File: src/rtl/serial_adder_driver_if.sv
// Handshake and serial-link bundle between the operand source, the
// serial_adder_driver, the external serial adder and the sum consumer.
interface serial_adder_driver_if #(
  parameter int unsigned WIDTH = 4
);
  logic             in_valid;
  logic             in_ready;
  logic [WIDTH-1:0] in_a;
  logic [WIDTH-1:0] in_b;
  logic             ser_valid;
  logic             ser_first;
  logic             ser_a;
  logic             ser_b;
  logic             ser_s;
  logic             out_valid;
  logic             out_ready;
  logic [WIDTH:0]   out_sum;

  // master: the driver block itself
  modport master (
    input  in_valid, in_a, in_b, ser_s, out_ready,
    output in_ready, ser_valid, ser_first, ser_a, ser_b, out_valid, out_sum
  );

  // slave: the environment (operand source, serial adder, consumer)
  modport slave (
    output in_valid, in_a, in_b, ser_s, out_ready,
    input  in_ready, ser_valid, ser_first, ser_a, ser_b, out_valid, out_sum
  );
endinterface

File: src/rtl/serial_adder_driver.sv
// Parallel-to-serial operand driver for an external bit-serial adder:
// streams A/B LSB first plus one carry-flush bit, then reassembles the sum.
module serial_adder_driver #(
  parameter int unsigned WIDTH = 4
) (
  input  logic                  clk,
  input  logic                  rst_n,
  serial_adder_driver_if.master bus
);

  localparam int unsigned    CW   = $clog2(WIDTH + 2);
  localparam logic [CW-1:0]  LAST = CW'(WIDTH);

  typedef enum logic [1:0] {
    IDLE,
    SHIFT,
    DONE
  } state_t;

  state_t           state_q;
  logic [WIDTH-1:0] a_q;
  logic [WIDTH-1:0] b_q;
  logic [CW-1:0]    cnt_q;
  logic [WIDTH:0]   sum_q;
  logic [WIDTH:0]   sum_d;
  logic             shifting;

  // Sum bits enter at the MSB; after WIDTH+1 shifts bit i sits at index i.
  assign sum_d    = {bus.ser_s, sum_q[WIDTH:1]};
  assign shifting = (state_q == SHIFT);

  always_ff @(posedge clk) begin
    if (!rst_n) begin
      state_q <= IDLE;
      a_q     <= '0;
      b_q     <= '0;
      cnt_q   <= '0;
      sum_q   <= '0;
    end else begin
      case (state_q)
        IDLE: begin
          if (bus.in_valid) begin
            a_q     <= bus.in_a;
            b_q     <= bus.in_b;
            cnt_q   <= '0;
            sum_q   <= '0;
            state_q <= SHIFT;
          end
        end
        SHIFT: begin
          // Zero fill makes the final flush cycle present 0/0 naturally.
          a_q   <= a_q >> 1;
          b_q   <= b_q >> 1;
          sum_q <= sum_d;
          if (cnt_q == LAST) begin
            state_q <= DONE;
          end else begin
            cnt_q <= cnt_q + 1'b1;
          end
        end
        DONE: begin
          if (bus.out_ready) begin
            state_q <= IDLE;
          end
        end
        default: state_q <= IDLE;
      endcase
    end
  end

  assign bus.in_ready  = (state_q == IDLE);
  assign bus.ser_valid = shifting;
  assign bus.ser_first = shifting && (cnt_q == '0);
  assign bus.ser_a     = shifting & a_q[0];
  assign bus.ser_b     = shifting & b_q[0];
  assign bus.out_valid = (state_q == DONE);
  assign bus.out_sum   = sum_q;

endmodule

File: src/flat_wrapper.sv
// flat-port wrapper written by rule: the top's interface ports become plain ports
module serial_adder_driver_flat 
#(
  parameter int unsigned WIDTH = 4
)
  (clk, rst_n, bus_in_valid, bus_in_a, bus_in_b, bus_ser_s, bus_out_ready, bus_in_ready, bus_ser_valid, bus_ser_first, bus_ser_a, bus_ser_b, bus_out_valid, bus_out_sum);
  serial_adder_driver_if #(.WIDTH(WIDTH)) bus_i ();
  input  logic clk;
  input  logic rst_n;
  input wire logic [$bits(bus_i.in_valid)-1:0] bus_in_valid;
  input wire logic [$bits(bus_i.in_a)-1:0] bus_in_a;
  input wire logic [$bits(bus_i.in_b)-1:0] bus_in_b;
  input wire logic [$bits(bus_i.ser_s)-1:0] bus_ser_s;
  input wire logic [$bits(bus_i.out_ready)-1:0] bus_out_ready;
  output wire logic [$bits(bus_i.in_ready)-1:0] bus_in_ready;
  output wire logic [$bits(bus_i.ser_valid)-1:0] bus_ser_valid;
  output wire logic [$bits(bus_i.ser_first)-1:0] bus_ser_first;
  output wire logic [$bits(bus_i.ser_a)-1:0] bus_ser_a;
  output wire logic [$bits(bus_i.ser_b)-1:0] bus_ser_b;
  output wire logic [$bits(bus_i.out_valid)-1:0] bus_out_valid;
  output wire logic [$bits(bus_i.out_sum)-1:0] bus_out_sum;
  assign bus_i.in_valid = bus_in_valid;
  assign bus_i.in_a = bus_in_a;
  assign bus_i.in_b = bus_in_b;
  assign bus_i.ser_s = bus_ser_s;
  assign bus_i.out_ready = bus_out_ready;
  assign bus_in_ready = bus_i.in_ready;
  assign bus_ser_valid = bus_i.ser_valid;
  assign bus_ser_first = bus_i.ser_first;
  assign bus_ser_a = bus_i.ser_a;
  assign bus_ser_b = bus_i.ser_b;
  assign bus_out_valid = bus_i.out_valid;
  assign bus_out_sum = bus_i.out_sum;
  serial_adder_driver #(.WIDTH(WIDTH)) u_core (.clk(clk), .rst_n(rst_n), .bus(bus_i));
endmodule
File: config.mk
export PLATFORM = sky130hd
export DESIGN_NAME = serial_adder_driver_flat
export DESIGN_NICKNAME = d
export VERILOG_FILES = /design/src/rtl/serial_adder_driver_if.sv /design/src/rtl/serial_adder_driver.sv /design/src/flat_wrapper.sv
export SDC_FILE = /design/constraint.sdc
export NUM_CORES = 1
export LEC_CHECK = 0
export ABC_CLOCK_PERIOD_IN_PS = 2200
export BUFFER_PORTS_ARGS = -buffer_cell sky130_fd_sc_hd__buf_2
export CAP_MARGIN = 20
export CORE_MARGIN = 5
export CORE_UTILIZATION = 40
export DETAILED_ROUTE_END_ITERATION = 16
export PLACE_DENSITY = 0.62
export SYNTH_ARGS = -nofsm -noshare
export SYNTH_HDL_FRONTEND = slang
export SYNTH_SLANG_ARGS = --single-unit
File: constraint.sdc
create_clock -name clk -period 2.2 [get_ports clk]
set_input_delay 0.22 -clock clk [delete_from_list [all_inputs] [get_ports clk]]
set_output_delay 0.22 -clock clk [all_outputs]
set_load 0.02 [all_outputs]
* Yosys cells after proc, flatten, opt, wreduce, memory -nomap -nowiden
Index checks and enable logic that the tools add are counted.
Storage, ports and cells: flip-flop bits (word level) 18, bits in latches 0, bits in writable memories 0, memory bits (read-only) 0, input bits 13, output and inout bits 11, word-level logic and storage cells 35, memories 0
Operators by class: add/subtract/negate cells 1, $mul 0, div/mod/pow operators 0, $lt $le $gt $ge 0, equal/unequal tests 7, shift-type cells 0, multiplexer cells 13, bitwise operators 2, reduce and logical (&&, ||, !) cells 7
Operator list (count):
- $pmux W4 S2 | 2
- $pmux W5 S2 | 1
- $mux W4 | 2
- $ne A2 B2 Y1 const B | 4
- $mux W2 | 3
- $mux W3 | 2
- $pmux W2 S3 | 1
- $pmux W3 S2 | 1
- $reduce_and A3 Y1 | 2
- $mux W5 | 1
- $add A3 B1 Y3 const B | 1
- $eq A3 B3 Y1 const B | 1
- $logic_not A3 Y1 | 1
- $and A1 B1 Y1 | 2
- $eq A2 B1 Y1 const B | 1
- $eq A2 B2 Y1 const B | 1
- $logic_not A2 Y1 | 1
- $reduce_and A2 Y1 | 1
- $reduce_bool A2 Y1 | 1
- $logic_and A1 B1 Y1 | 1

* Logic depth before layout (Yosys ltp)
Gate-level depths: netlist of the first run.
word-level depth 3, gate-level depth with buffers 6, depth with buffers taken out 5

* Least setup slack after synthesis of the first run
No wires, ideal clock.
kind flip-flop to output port, start point reg u_core.state_q[0], end point out bus_ser_first, arrival time 1149 ps, required time 1980 ps, path slack 831 ps, cell stages (with the launch flop) 4, buffers on the path 1, cells stage by stage dfxtp_1 -> nand2b_1 -> buf_6 -> nor3b_1
On the way: cells in the longest elaborated chain, start to end 2
RTL lines:
- from (decl) | RTL line serial_adder_driver.sv:20 | state_t state_q;
- from (signal assigned) | RTL line serial_adder_driver.sv:34 | state_q <= IDLE;
- from (signal assigned) | RTL line serial_adder_driver.sv:47 | state_q <= SHIFT;
- from (signal assigned) | RTL line serial_adder_driver.sv:56 | state_q <= DONE;
- $eq A2 B1 Y1 | RTL line serial_adder_driver.sv:30 | assign shifting = (state_q == SHIFT);
- $logic_and A1 B1 Y1 | RTL line serial_adder_driver.sv:73 | assign bus.ser_first = shifting && (cnt_q == '0);
- to (decl) | RTL line flat_wrapper.sv:17 | output wire logic [$bits(bus_i.ser_first)-1:0] bus_ser_first;
Every way passes these cells.

* Worst setup path after layout of the first run
start point reg u_core.state_q[1], end point out bus_ser_b
On the way: cells in the longest elaborated chain, start to end 2
RTL lines:
- $eq A2 B1 Y1 | RTL line serial_adder_driver.sv:30
- $and A1 B1 Y1 | RTL line serial_adder_driver.sv:75 | assign bus.ser_b = shifting & b_q[0];
- to (decl) | RTL line flat_wrapper.sv:19 | output wire logic [$bits(bus_i.ser_b)-1:0] bus_ser_b;
Every way passes these cells.

==> summary.json, run 1 <==
{
  "hold_viol_final": {"value": 0},
  "antenna_found_initial": {"value": 0},
  "period_share": {"value": 0.811},
  "hp-class": {"value": "in2reg"},
  "post_synth_instance_area": {"value": 805, "unit": "µm²"},
  "synth.yosys.warnings": {"value": 0},
  "rows": {"value": 16},
  "relSlewSlack": {"value": 0.658},
  "synth.net_count": {"value": 104},
  "crit_start": {"value": "u_core.state_q[1]"},
  "clock_sink_count": {"value": 18},
  "total_power": {"value": 643, "unit": "µW"},
  "worstPathMaxFanout": {"value": 17},
  "grt_start_max_net_pins": {"value": 18},
  "global_placement_routability_congestion": {"value": 0.720},
  "slew_violations": {"value": 0},
  "synthFlopType": {"value": "sky130_fd_sc_hd__dfxtp_1"},
  "tritoncts_buffer_count": {"value": 3},
  "data_arrival_time_of_the_critical_path": {"value": 1560, "unit": "ps"},
  "synthTopCellsByArea": {"value": "sky130_fd_sc_hd__dfxtp_1 45%, sky130_fd_sc_hd__a21oi_1 8.1%, sky130_fd_sc_hd__a22oi_1 4.7%"},
  "p_leak": {"value": 0.000425, "unit": "µW"},
  "design.portCount": {"value": 24},
  "drive_gt1_frac": {"value": 0.295},
  "die-width": {"value": 54.8, "unit": "µm"},
  "postRouteWirelength": {"value": 1690, "unit": "µm"},
  "cp_slowest_cell": {"value": "sky130_fd_sc_hd__nand2b_1"},
  "fill_count": {"value": 206},
  "power.density": {"value": 675, "unit": "nW/µm²"},
  "floorplan.initialDensity": {"value": 0.414},
  "nets": {"value": 128},
  "rrSetupSlack": {"value": 890, "unit": "ps"},
  "floorplan.die_area": {"value": 3010, "unit": "µm²"},
  "worst_setup_path_start_kind": {"value": "flip-flop"},
  "detailedRoute.firstPassIterationCount": {"value": 4},
  "cp-end-kind": {"value": "output pin"},
  "drcViolationCount": {"value": 0},
  "clkSlewWorstSetupHoldPaths": {"value": 100, "unit": "ps"},
  "fin_worst_skew": {"value": 2.15, "unit": "ps"},
  "dp_hpwl": {"value": 1260, "unit": "µm"},
  "placeable_core_area": {"value": 1940, "unit": "µm²"},
  "worst_ir_drop_vdd": {"value": 0.309, "unit": "mV"},
  "post-synth-top-area-cell": {"value": "sky130_fd_sc_hd__dfxtp_1"},
  "regToRegEndpoint": {"value": "u_core.b_q[2]"},
  "max_freq": {"value": 561, "unit": "MHz"},
  "post_synth_num_cell_types": {"value": 32},
  "cts_repair_resize_count": {"value": 0},
  "antenna-diode-count": {"value": 0},
  "critical_path_required": {"value": 1980, "unit": "ps"},
  "postCtsHoldBufs": {"value": 0},
  "crit_end": {"value": "bus_ser_b"},
  "synth_edf_count": {"value": 0},
  "reg2reg_depth": {"value": 4},
  "drtAntennaViolNets": {"value": 0},
  "total_number_of_vias": {"value": 703},
  "timing.setup.critical_path_class": {"value": "reg2out"},
  "async_flop_share": {"value": 0},
  "grt_util_overall": {"value": 0.128},
  "clock_latency": {"value": 290, "unit": "ps"},
  "syn_inst": {"value": 89},
  "final_period_minus_worst_setup_slack": {"value": 1780, "unit": "ps"},
  "port-buffer-count": {"value": 23},
  "global_route.overflow_total": {"value": 0},
  "grt_first_pass_wirelength": {"value": 2750, "unit": "µm"},
  "dieHeight": {"value": 54.8, "unit": "µm"},
  "area_growth_from_synthesis_to_layout": {"value": 18.5, "unit": "%"},
  "cts.repair_timing.setup_buffer_count": {"value": 0},
  "synth_register_bits": {"value": 18},
  "fin_setup_tns": {"value": 0, "unit": "ps"},
  "setup_viol": {"value": 0},
  "run_status": {"value": "finished clean"},
  "timing.rr.start": {"value": "u_core.state_q[1]"},
  "timing.critical_path.cells": {"value": "nand2b_1 -> inv_8 -> and2_1 -> buf_2"},
  "synth_area_per_cell": {"value": 9.04, "unit": "µm²"},
  "drtIter0Drc": {"value": 9},
  "via_per_inst": {"value": 5.06},
  "grt_setup_unrepaired": {"value": "no"},
  "synthDominantCellAreaShare": {"value": 0.448},
  "clock-root-buffer": {"value": "sky130_fd_sc_hd__clkbuf_4"},
  "tritoncts": {"value": "built"},
  "clk_path_buf_depth": {"value": 2},
  "tightest_slew": {"value": 513, "unit": "ps"},
  "max_cap_violations": {"value": 0},
  "seq_total_area_yosys": {"value": 0.448},
  "max_stage_delay": {"value": 430, "unit": "ps"},
  "grt_pass1_vias": {"value": 673},
  "drt-wirelength-per-cell": {"value": 12.2, "unit": "µm"},
  "ctsHtreeMaxLevel": {"value": 1}
}
==> synth_stat cells (2+ instances only) <==
library cell              count
sky130_fd_sc_hd__dfxtp_1     18
sky130_fd_sc_hd__a21oi_1     13
sky130_fd_sc_hd__nor2_1       8
sky130_fd_sc_hd__nand2_1      7
sky130_fd_sc_hd__o21ai_0      6
sky130_fd_sc_hd__a22oi_1      5
sky130_fd_sc_hd__and2_1       3
sky130_fd_sc_hd__inv_1        3
sky130_fd_sc_hd__a32oi_1      2
sky130_fd_sc_hd__ha_1         2
==> routing by layer <==
| layer | vias up | track usage | routed length [µm] | share of wire |
|---|---|---|---|---|
| li1 | 360 | - | - | - |
| met1 | 317 | 0.153 | 801 | 0.47 |
| met2 | 24 | 0.207 | 766 | 0.45 |
| met3 | 2 | 0.0381 | 109 | 0.065 |
| met4 | 0 | 0.0622 | 12 | 0.0071 |
| met5 | - | 0 | 0 | 0 |
==> placed cells by master (no fill, tap or decap), types with 2 or more instances in the layout <==
cell / instances
sky130_fd_sc_hd__ha_1: 2
sky130_fd_sc_hd__and2_1: 3
sky130_fd_sc_hd__inv_1: 3
sky130_fd_sc_hd__clkbuf_4: 3
sky130_fd_sc_hd__nand2_1: 7
sky130_fd_sc_hd__nor2_1: 8
sky130_fd_sc_hd__a21oi_1: 13
sky130_fd_sc_hd__a32oi_1: 2
sky130_fd_sc_hd__a22oi_1: 5
sky130_fd_sc_hd__o21ai_0: 6
sky130_fd_sc_hd__dfxtp_1: 18
sky130_fd_sc_hd__buf_2: 23
==> metrics by stage <==
| step | cells | worst slack, ps | hold WS [ps] | utilization | area, µm² |
|---|---|---|---|---|---|
| CTS | 139 | 363 | 146 | 0.491 | 953 |
| detailed placement | 135 | 700 | 471 | 0.472 | 917 |
| global route | 139 | 294 | 142 | 0.491 | 953 |
| finish | 139 | 416 | 158 | 0.491 | 953 |
| floorplan | 89 | 831 | 354 | - | 805 |
| global placement | 135 | 764 | 468 | 0.472 | 917 |
==> kinds of logic after synthesis <==
kind of cell               share of synthesized area
buffers and inverters                         0.0777
muxes                                         0.0124
and+or+nand+nor                                0.173
DFF                                            0.448
adders and majority gates                     0.0311
AOI/OAI and AO/OA                              0.258
==> area by class of cell <==
cell class	count	area [µm²]	area share
clock buffer	4	36.3	0.0381
inverter	5	26.3	0.0276
multi-input combinational	62	382	0.400
sequential	18	360	0.378
tap	27	33.8	0.0354
timing repair buffer	23	115	0.121
==> power by group <==
group | switching [µW] | internal [µW] | leakage, µW
Clock | 100 | 101 | 0.0000210
Sequential | 9.42 | 341 | 0.000147
Combinational | 56.0 | 35.3 | 0.000257
Total | 166 | 478 | 0.000425
==> sequential cells by signal (all words and copies together) (netlist names) <==
| name | count |
|---|---|
| u_core.state_q | 2 |
| u_core.a_q | 4 |
| u_core.cnt_q | 3 |
| u_core.b_q | 4 |
| u_core.bus.out_sum | 5 |
==> critical path: cells and delay by family (launching register included) <==
kind,cells,cell delay [ps]
buffers and inverters,2,260
flip-flops,1,410
AND/OR/NAND/NOR,2,610
==> worst min-delay path by stage <==
stage | start | to | slack, ps | cells after the start
floorplan | bus_in_a[0] | u_core.a_q[0] | 350 | 2
global placement | bus_in_a[2] | u_core.a_q[2] | 470 | 3
detailed placement | bus_in_a[0] | u_core.a_q[0] | 470 | 3
CTS | bus_in_a[1] | u_core.a_q[1] | 150 | 3
global route | bus_in_a[2] | u_core.a_q[2] | 140 | 3
finish | bus_in_a[0] | u_core.a_q[0] | 160 | 3
(Power assumes the default switching activity.)
==> run 2, diff against run 1 <==
--- a/config.mk
+++ b/config.mk
@@ -5,13 +5,13 @@
 export SDC_FILE = /design/constraint.sdc
 export NUM_CORES = 1
 export LEC_CHECK = 0
-export ABC_CLOCK_PERIOD_IN_PS = 2200
+export ABC_CLOCK_PERIOD_IN_PS = 1600
 export BUFFER_PORTS_ARGS = -buffer_cell sky130_fd_sc_hd__buf_2
 export CAP_MARGIN = 20
 export CORE_MARGIN = 5
 export CORE_UTILIZATION = 40
 export DETAILED_ROUTE_END_ITERATION = 16
-export PLACE_DENSITY = 0.62
+export PLACE_DENSITY = 0.64
 export SYNTH_ARGS = -nofsm -noshare
 export SYNTH_HDL_FRONTEND = slang
 export SYNTH_SLANG_ARGS = --single-unit
==> constraint.sdc (replaced) <==
create_clock -name clk -period 1.6 [get_ports clk]
set_input_delay 0.16 -clock clk [delete_from_list [all_inputs] [get_ports clk]]
set_output_delay 0.16 -clock clk [all_outputs]
set_load 0.02 [all_outputs]
==> run 2 against run 1 <==
  * Design area is 1.0% higher
  * Clock-buffer cell count unchanged
  * Register-to-register slack lost 500 ps
  * Cell count up 0.72%
  * Total power increased by 38%
  * Utilization is 0.52 points higher
  * Clock power is 38% higher
  * Clock skew barely moved
  * Sequential power up 37%
  * Non-clock buffer count grew 1
==> summary.json, run 2 (synthesis results as in run 1) <==
{
  "regToRegEndpoint": {"value": "u_core.cnt_q[1]"},
  "ctsHtreeMaxLevel": {"value": 1, "change": "unchanged"},
  "cp_slowest_cell": {"value": "sky130_fd_sc_hd__dfxtp_1"},
  "grt_start_max_net_pins": {"value": 18, "change": "unchanged"},
  "floorplan.initialDensity": {"value": 0.414, "change": "unchanged"},
  "clk_path_buf_depth": {"value": 2, "change": "unchanged"},
  "nets": {"value": 129, "change": "+0.78%"},
  "drt-wirelength-per-cell": {"value": 12.1, "unit": "µm", "change": "-0.77%"},
  "clock_sink_count": {"value": 18, "change": "unchanged"},
  "antenna_found_initial": {"value": 0, "change": "unchanged"},
  "max_stage_delay": {"value": 450, "unit": "ps", "change": "+20 ps"},
  "detailedRoute.firstPassIterationCount": {"value": 4, "change": "unchanged"},
  "crit_end": {"value": "bus_ser_b"},
  "grt_pass1_vias": {"value": 643, "change": "-4.5%"},
  "max_cap_violations": {"value": 0, "change": "unchanged"},
  "grt_setup_unrepaired": {"value": "no"},
  "run_status": {"value": "finished clean"},
  "highest_count_cells_in_the_layout_ignoring_fill_and_taps": {"value": "23 x sky130_fd_sc_hd__buf_2, 18 x sky130_fd_sc_hd__dfxtp_1, 13 x sky130_fd_sc_hd__a21oi_1"},
  "tritoncts": {"value": "built"},
  "cts.repair_timing.setup_buffer_count": {"value": 0, "change": "unchanged"},
  "die-width": {"value": 54.8, "unit": "µm", "change": "unchanged"},
  "timing.rr.start": {"value": "u_core.cnt_q[0]"},
  "antenna-diode-count": {"value": 0, "change": "unchanged"},
  "cp-end-kind": {"value": "output pin"},
  "max_freq": {"value": 671, "unit": "MHz"},
  "fin_setup_tns": {"value": 0, "unit": "ps", "change": "unchanged"},
  "p_leak": {"value": 0.000430, "unit": "µW", "change": "+1.1%"},
  "reg2reg_depth": {"value": 5, "change": "+1"},
  "flip_flop_count_of_the_largest_register_after_layout": {"value": 5, "change": "unchanged"},
  "final_core_utilization": {"value": 0.496, "change": "+0.00516"},
  "drcViolationCount": {"value": 0, "change": "unchanged"},
  "drtIter0Drc": {"value": 26, "change": "+17"},
  "total_number_of_vias": {"value": 704, "change": "+0.14%"},
  "clkSlewWorstSetupHoldPaths": {"value": 100, "unit": "ps", "change": "about the same"},
  "port-buffer-count": {"value": 23, "change": "unchanged"},
  "dieHeight": {"value": 54.8, "unit": "µm", "change": "unchanged"},
  "clock_latency": {"value": 290, "unit": "ps", "change": "about the same"},
  "crit_start": {"value": "u_core.state_q[0]"},
  "hp-class": {"value": "in2reg"},
  "rows": {"value": 16, "change": "unchanged"},
  "drive_gt1_frac": {"value": 0.310, "change": "+0.0151"},
  "postRouteWirelength": {"value": 1690, "unit": "µm", "change": "about the same"},
  "dp_hpwl": {"value": 1240, "unit": "µm", "change": "-2.2%"},
  "tritoncts_buffer_count": {"value": 3, "change": "unchanged"},
  "fin_worst_skew": {"value": 1.83, "unit": "ps", "change": "-0.320 ps"},
  "layout_setup_ws": {"value": 110, "unit": "ps", "change": "-306 ps"},
  "cp.buffers_inverters": {"value": 2, "change": "unchanged"},
  "crit_family": {"value": "flip-flops"},
  "power.density": {"value": 923, "unit": "nW/µm²", "change": "+37%"},
  "final_period_minus_worst_setup_slack": {"value": 1490, "unit": "ps"},
  "tightest_slew": {"value": 550, "unit": "ps", "change": "+36.3 ps"},
  "data_arrival_time_of_the_critical_path": {"value": 1330, "unit": "ps", "change": "-230 ps"},
  "global_route.overflow_total": {"value": 0, "change": "unchanged"},
  "worst_setup_path_start_kind": {"value": "flip-flop"},
  "slew_violations": {"value": 0, "change": "unchanged"},
  "layout.cells.most_common": {"value": "sky130_fd_sc_hd__buf_2"},
  "design.portCount": {"value": 24, "change": "unchanged"},
  "grt_util_overall": {"value": 0.134, "change": "+0.00549"},
  "setup_viol": {"value": 0, "change": "unchanged"},
  "drtAntennaViolNets": {"value": 0, "change": "unchanged"},
  "grt_first_pass_wirelength": {"value": 2840, "unit": "µm", "change": "+3.5%"},
  "timing.critical_path.cells": {"value": "nand2b_2 -> inv_8 -> and2_1 -> buf_2"},
  "period_share": {"value": 0.931},
  "clock-root-buffer": {"value": "sky130_fd_sc_hd__clkbuf_4"},
  "via_per_inst": {"value": 5.03, "change": "-0.57%"},
  "timing.setup.critical_path_class": {"value": "reg2out"},
  "relSlewSlack": {"value": 0.633, "change": "-0.0242"},
  "critical_path_required": {"value": 1440, "unit": "ps", "change": "-540 ps"},
  "area_growth_from_synthesis_to_layout": {"value": 19.8, "unit": "%"},
  "worstPathMaxFanout": {"value": 17, "change": "unchanged"},
  "layout.cell_area.non_filler": {"value": 963, "unit": "µm²", "change": "+1.0%"},
  "placeable_core_area": {"value": 1940, "unit": "µm²", "change": "unchanged"},
  "placed_area": {"value": 925, "unit": "µm²", "change": "+0.82%"},
  "worst_ir_drop_vdd": {"value": 0.724, "unit": "mV", "change": "+130%"},
  "cp.depth": {"value": 4, "change": "unchanged"},
  "hold_viol_final": {"value": 0, "change": "unchanged"},
  "place_ws": {"value": 344, "unit": "ps", "change": "-356 ps"},
  "global_placement_routability_congestion": {"value": 0.713, "change": "-0.97%"},
  "rrSetupSlack": {"value": 390, "unit": "ps", "change": "-500 ps"},
  "floorplan.die_area": {"value": 3010, "unit": "µm²", "change": "unchanged"}
}
-- run 2: cell type report --
type,instances,area [µm²]
Tap cell,27,33.8
Fill cell,200,978
Timing Repair Buffer,24,123
Inverter,5,26.3
Clock buffer,4,36.3
Multi-Input combinational cell,62,384
Sequential cell,18,360
-- run 2: per-layer routing --
| layer | vias up | routed length, µm | global-route usage |
|---|---|---|---|
| met2 | 23 | 740 | 0.211 |
| met1 | 319 | 786 | 0.162 |
| met4 | 0 | 13 | 0.0373 |
| li1 | 360 | - | - |
| met5 | - | 0 | 0 |
| met3 | 2 | 147 | 0.0599 |
-- run 2: stage by stage --
stage / hold WS, ps / power [µW] / std cells
5_1_grt: 81.3 / 939 / 140
3_5_place_dp: 409 / 622 / 136
2_1_floorplan: 294 / 586 / 89
3_3_place_gp: 403 / 619 / 136
6_report: 91.7 / 889 / 140
4_1_cts: 84.5 / 904 / 140
-- run 2: how the worst min path moves through the flow --
stage / startpoint / endpoint / slack, ps / cells after the start
global placement: bus_in_a[2] / u_core.a_q[2] / 400 / 3
detailed placement: bus_in_a[2] / u_core.a_q[2] / 410 / 3
global route: bus_in_a[2] / u_core.a_q[2] / 80 / 3
floorplan: bus_in_a[0] / u_core.a_q[0] / 290 / 2
finish: bus_in_a[2] / u_core.a_q[2] / 90 / 3
CTS: bus_in_a[1] / u_core.a_q[1] / 80 / 3
-- run 2: worst reg2reg max path: cells and delay by family (launching register included) --
kind | cells | cell delay, ps
adders and majority gates | 1 | 200
DFF | 1 | 370
and+or+nand+nor | 2 | 340
buffers and inverters | 1 | 70
muxes | 1 | 160
-- run 2: power breakdown --
part,total [µW],leakage [µW],internal [µW],switching [µW]
Sequential,482,0.000147,469,12.8
Clock,278,0.0000210,139,139
Combinational,130,0.000262,51.2,78.4
Total,889,0.000430,659,230
-- run 2: timing repair --
item,CTS,global route
setup endpoints to repair,0,3
hold buffers,0,0
resized for setup,0,1
hold endpoints to repair,0,0
==> run 3, diff against run 2 <==
--- a/config.mk
+++ b/config.mk
@@ -9,9 +9,10 @@
 export BUFFER_PORTS_ARGS = -buffer_cell sky130_fd_sc_hd__buf_2
 export CAP_MARGIN = 20
 export CORE_MARGIN = 5
-export CORE_UTILIZATION = 40
+export CORE_UTILIZATION = 35
 export DETAILED_ROUTE_END_ITERATION = 16
-export PLACE_DENSITY = 0.64
+export MAX_ROUTING_LAYER = met4
+export PLACE_DENSITY = 0.57
 export SYNTH_ARGS = -nofsm -noshare
 export SYNTH_HDL_FRONTEND = slang
 export SYNTH_SLANG_ARGS = --single-unit
==> run 3 against run 2 <==
  * Clock skew is essentially flat
  * Global-route usage shrank 1.9 points
  * Die area grew 12%
  * Combinational power is essentially flat
  * Clock-buffer cell count is the same
  * Design area grew 0.13%
  * Sequential power is essentially flat
  * First-iteration DRC count shrank 50%
  * Worst setup slack lost 2.5 ps
  * Maximum frequency shrank 0.17%
  * Non-clock buffer count is the same
  * Sequential share of layout area is essentially flat
==> summary.json, run 3 (synthesis results as in run 1) <==
{
  "slew_violations": {"value": 0, "change": "unchanged"},
  "cp_slowest_cell": {"value": "sky130_fd_sc_hd__dfxtp_1"},
  "routed-wl-met3": {"value": 128, "unit": "µm", "change": "-13%"},
  "global_placement_routability_congestion": {"value": 0.683, "change": "-4.3%"},
  "postRouteWirelength": {"value": 1860, "unit": "µm", "change": "+10%"},
  "highest_count_cells_in_the_layout_ignoring_fill_and_taps": {"value": "23 x sky130_fd_sc_hd__buf_2, 18 x sky130_fd_sc_hd__dfxtp_1, 13 x sky130_fd_sc_hd__a21oi_1"},
  "relSlewSlack": {"value": 0.614, "change": "-0.0190"},
  "wl_met2": {"value": 830, "unit": "µm", "change": "+12%"},
  "setup_viol": {"value": 0, "change": "unchanged"},
  "drtIter0Drc": {"value": 13, "change": "-50%"},
  "data_arrival_time_of_the_critical_path": {"value": 1330, "unit": "ps", "change": "about the same"},
  "design.portCount": {"value": 24, "change": "unchanged"},
  "grt_first_pass_wirelength": {"value": 2900, "unit": "µm", "change": "+2.0%"},
  "floorplan.die_area": {"value": 3360, "unit": "µm²", "change": "+12%"},
  "critical_path_required": {"value": 1440, "unit": "ps", "change": "about the same"},
  "postCtsHoldBufs": {"value": 0, "change": "unchanged"},
  "rows": {"value": 17, "change": "+1"},
  "global_route.overflow_total": {"value": 0, "change": "unchanged"},
  "grt_start_max_net_pins": {"value": 18, "change": "unchanged"},
  "whs": {"value": 96.3, "unit": "ps", "change": "+4.61 ps"},
  "worst_ir_drop_vdd": {"value": 0.559, "unit": "mV", "change": "-23%"},
  "p_leak": {"value": 0.000430, "unit": "µW", "change": "unchanged"},
  "cp.buffers_inverters": {"value": 2, "change": "unchanged"},
  "dieHeight": {"value": 57.9, "unit": "µm", "change": "+5.7%"},
  "power.density": {"value": 925, "unit": "nW/µm²", "change": "+0.21%"},
  "wl_met1": {"value": 882, "unit": "µm", "change": "+12%"},
  "fill_count": {"value": 255, "change": "+28%"},
  "detailedRoute.firstPassIterationCount": {"value": 4, "change": "unchanged"},
  "fin_setup_tns": {"value": 0, "unit": "ps", "change": "unchanged"},
  "antenna-diode-count": {"value": 0, "change": "unchanged"},
  "dp_hpwl": {"value": 1350, "unit": "µm", "change": "+8.9%"},
  "period_share": {"value": 0.933, "change": "+0.00158"},
  "ctsHtreeMaxLevel": {"value": 1, "change": "unchanged"},
  "placed_area": {"value": 926, "unit": "µm²", "change": "+0.14%"},
  "drive_gt1_frac": {"value": 0.310, "change": "unchanged"},
  "tritoncts": {"value": "built"},
  "total_number_of_vias": {"value": 737, "change": "+4.7%"},
  "clk_path_buf_depth": {"value": 2, "change": "unchanged"},
  "max_stage_delay": {"value": 450, "unit": "ps", "change": "about the same"},
  "antenna_found_initial": {"value": 0, "change": "unchanged"},
  "run_status": {"value": "finished clean"},
  "tightest_slew": {"value": 578, "unit": "ps", "change": "+28.4 ps"},
  "grt_pass1_vias": {"value": 673, "change": "+4.7%"},
  "placeable_core_area": {"value": 2210, "unit": "µm²", "change": "+14%"},
  "hold_viol_final": {"value": 0, "change": "unchanged"},
  "drtAntennaViolNets": {"value": 0, "change": "unchanged"},
  "flip_flop_count_of_the_largest_register_after_layout": {"value": 5, "change": "unchanged"},
  "fin_worst_skew": {"value": 1.81, "unit": "ps", "change": "-0.0173 ps"},
  "layout.cells.most_common": {"value": "sky130_fd_sc_hd__buf_2"},
  "drt-wirelength-per-cell": {"value": 13.2, "unit": "µm", "change": "+9.4%"},
  "grt_setup_unrepaired": {"value": "no"},
  "port-buffer-count": {"value": 23, "change": "unchanged"},
  "hp-class": {"value": "in2reg"},
  "timing.setup.critical_path_class": {"value": "reg2out"},
  "floorplan.initialDensity": {"value": 0.364, "change": "-0.0506"},
  "final_period_minus_worst_setup_slack": {"value": 1490, "unit": "ps", "change": "+2.53 ps"},
  "top_layer_used": {"value": "met4"},
  "tritoncts_buffer_count": {"value": 3, "change": "unchanged"},
  "grt_util_overall": {"value": 0.115, "change": "-0.0189"},
  "timing.critical_path.cells": {"value": "nand2b_2 -> inv_8 -> and2_1 -> buf_2"},
  "crit_family": {"value": "flip-flops"},
  "max_freq": {"value": 670, "unit": "MHz", "change": "-0.17%"},
  "max_cap_violations": {"value": 0, "change": "unchanged"},
  "clkSlewWorstSetupHoldPaths": {"value": 100, "unit": "ps", "change": "about the same"},
  "drcViolationCount": {"value": 0, "change": "unchanged"},
  "layout.cell_area.non_filler": {"value": 965, "unit": "µm²", "change": "+0.13%"},
  "die-width": {"value": 57.9, "unit": "µm", "change": "+5.7%"},
  "worstPathMaxFanout": {"value": 17, "change": "unchanged"},
  "cp-end-kind": {"value": "output pin"},
  "via_per_inst": {"value": 5.23, "change": "+3.9%"},
  "rrSetupSlack": {"value": 360, "unit": "ps", "change": "-30 ps"},
  "clock_sink_count": {"value": 18, "change": "unchanged"},
  "nets": {"value": 129, "change": "unchanged"},
  "area_growth_from_synthesis_to_layout": {"value": 19.9, "unit": "%"},
  "clock_latency": {"value": 290, "unit": "ps", "change": "about the same"},
  "worst_setup_path_start_kind": {"value": "flip-flop"},
  "clock-root-buffer": {"value": "sky130_fd_sc_hd__clkbuf_4"}
}
-- run 3: cell counts in the layout (fill, tap and decap cells not counted) --
Identical to the previous run, type by type.
-- run 3: what timing repair did --
| action | in CTS | in global routing |
|---|---|---|
| gates resized for setup | 0 | 1 |
| buffers inserted | 0 | 0 |
| endpoints found under the setup margin | 0 | 3 |
-- run 3: worst paths after layout --
path              cells after the start         endpoint         startpoint
setup reg to reg                      5  u_core.cnt_q[1]    u_core.cnt_q[0]
setup / recovery                      4        bus_ser_a  u_core.state_q[0]
hold reg to reg                       2  u_core.cnt_q[1]    u_core.cnt_q[1]
hold / removal                        3    u_core.b_q[0]        bus_in_b[0]
-- run 3: tightest hold or removal path, cell delays in order --
cell,delay [ps]
sky130_fd_sc_hd__buf_2,100
sky130_fd_sc_hd__nand2_1,50
sky130_fd_sc_hd__a21oi_1,50
-- run 3: per-layer routing --
layer,GRT usage,vias up
met3,0.0423,4
met4,0.0298,0
li1,-,365
met1,0.127,345
met5,-,-
met2,0.194,23
-- run 3: metrics by stage --
step	utilization	worst slack (ps)	instances	power, µW
after floorplan	-	291	89	586
after global placement	0.419	376	137	620
after detailed placement	0.419	354	137	625
after CTS	0.435	2.91	141	905
after global routing	0.436	7.58	141	939
final	0.436	108	141	893
-- run 3: report_power, final --
group,internal [µW],switching [µW],leakage [µW]
registers,470,14.1,0.000147
clock network,139,139,0.0000210
logic,51.2,80.1,0.000262
total,659,233,0.000430
-- run 3: area by class of cell --
type | instances | area, µm² | area share
flip-flops and latches | 18 | 360 | 0.374
multi-input cells | 62 | 384 | 0.398
inverters | 5 | 26.3 | 0.0272
clock buffers | 4 | 36.3 | 0.0376
repair buffers | 24 | 123 | 0.127
well taps | 28 | 35.0 | 0.0363
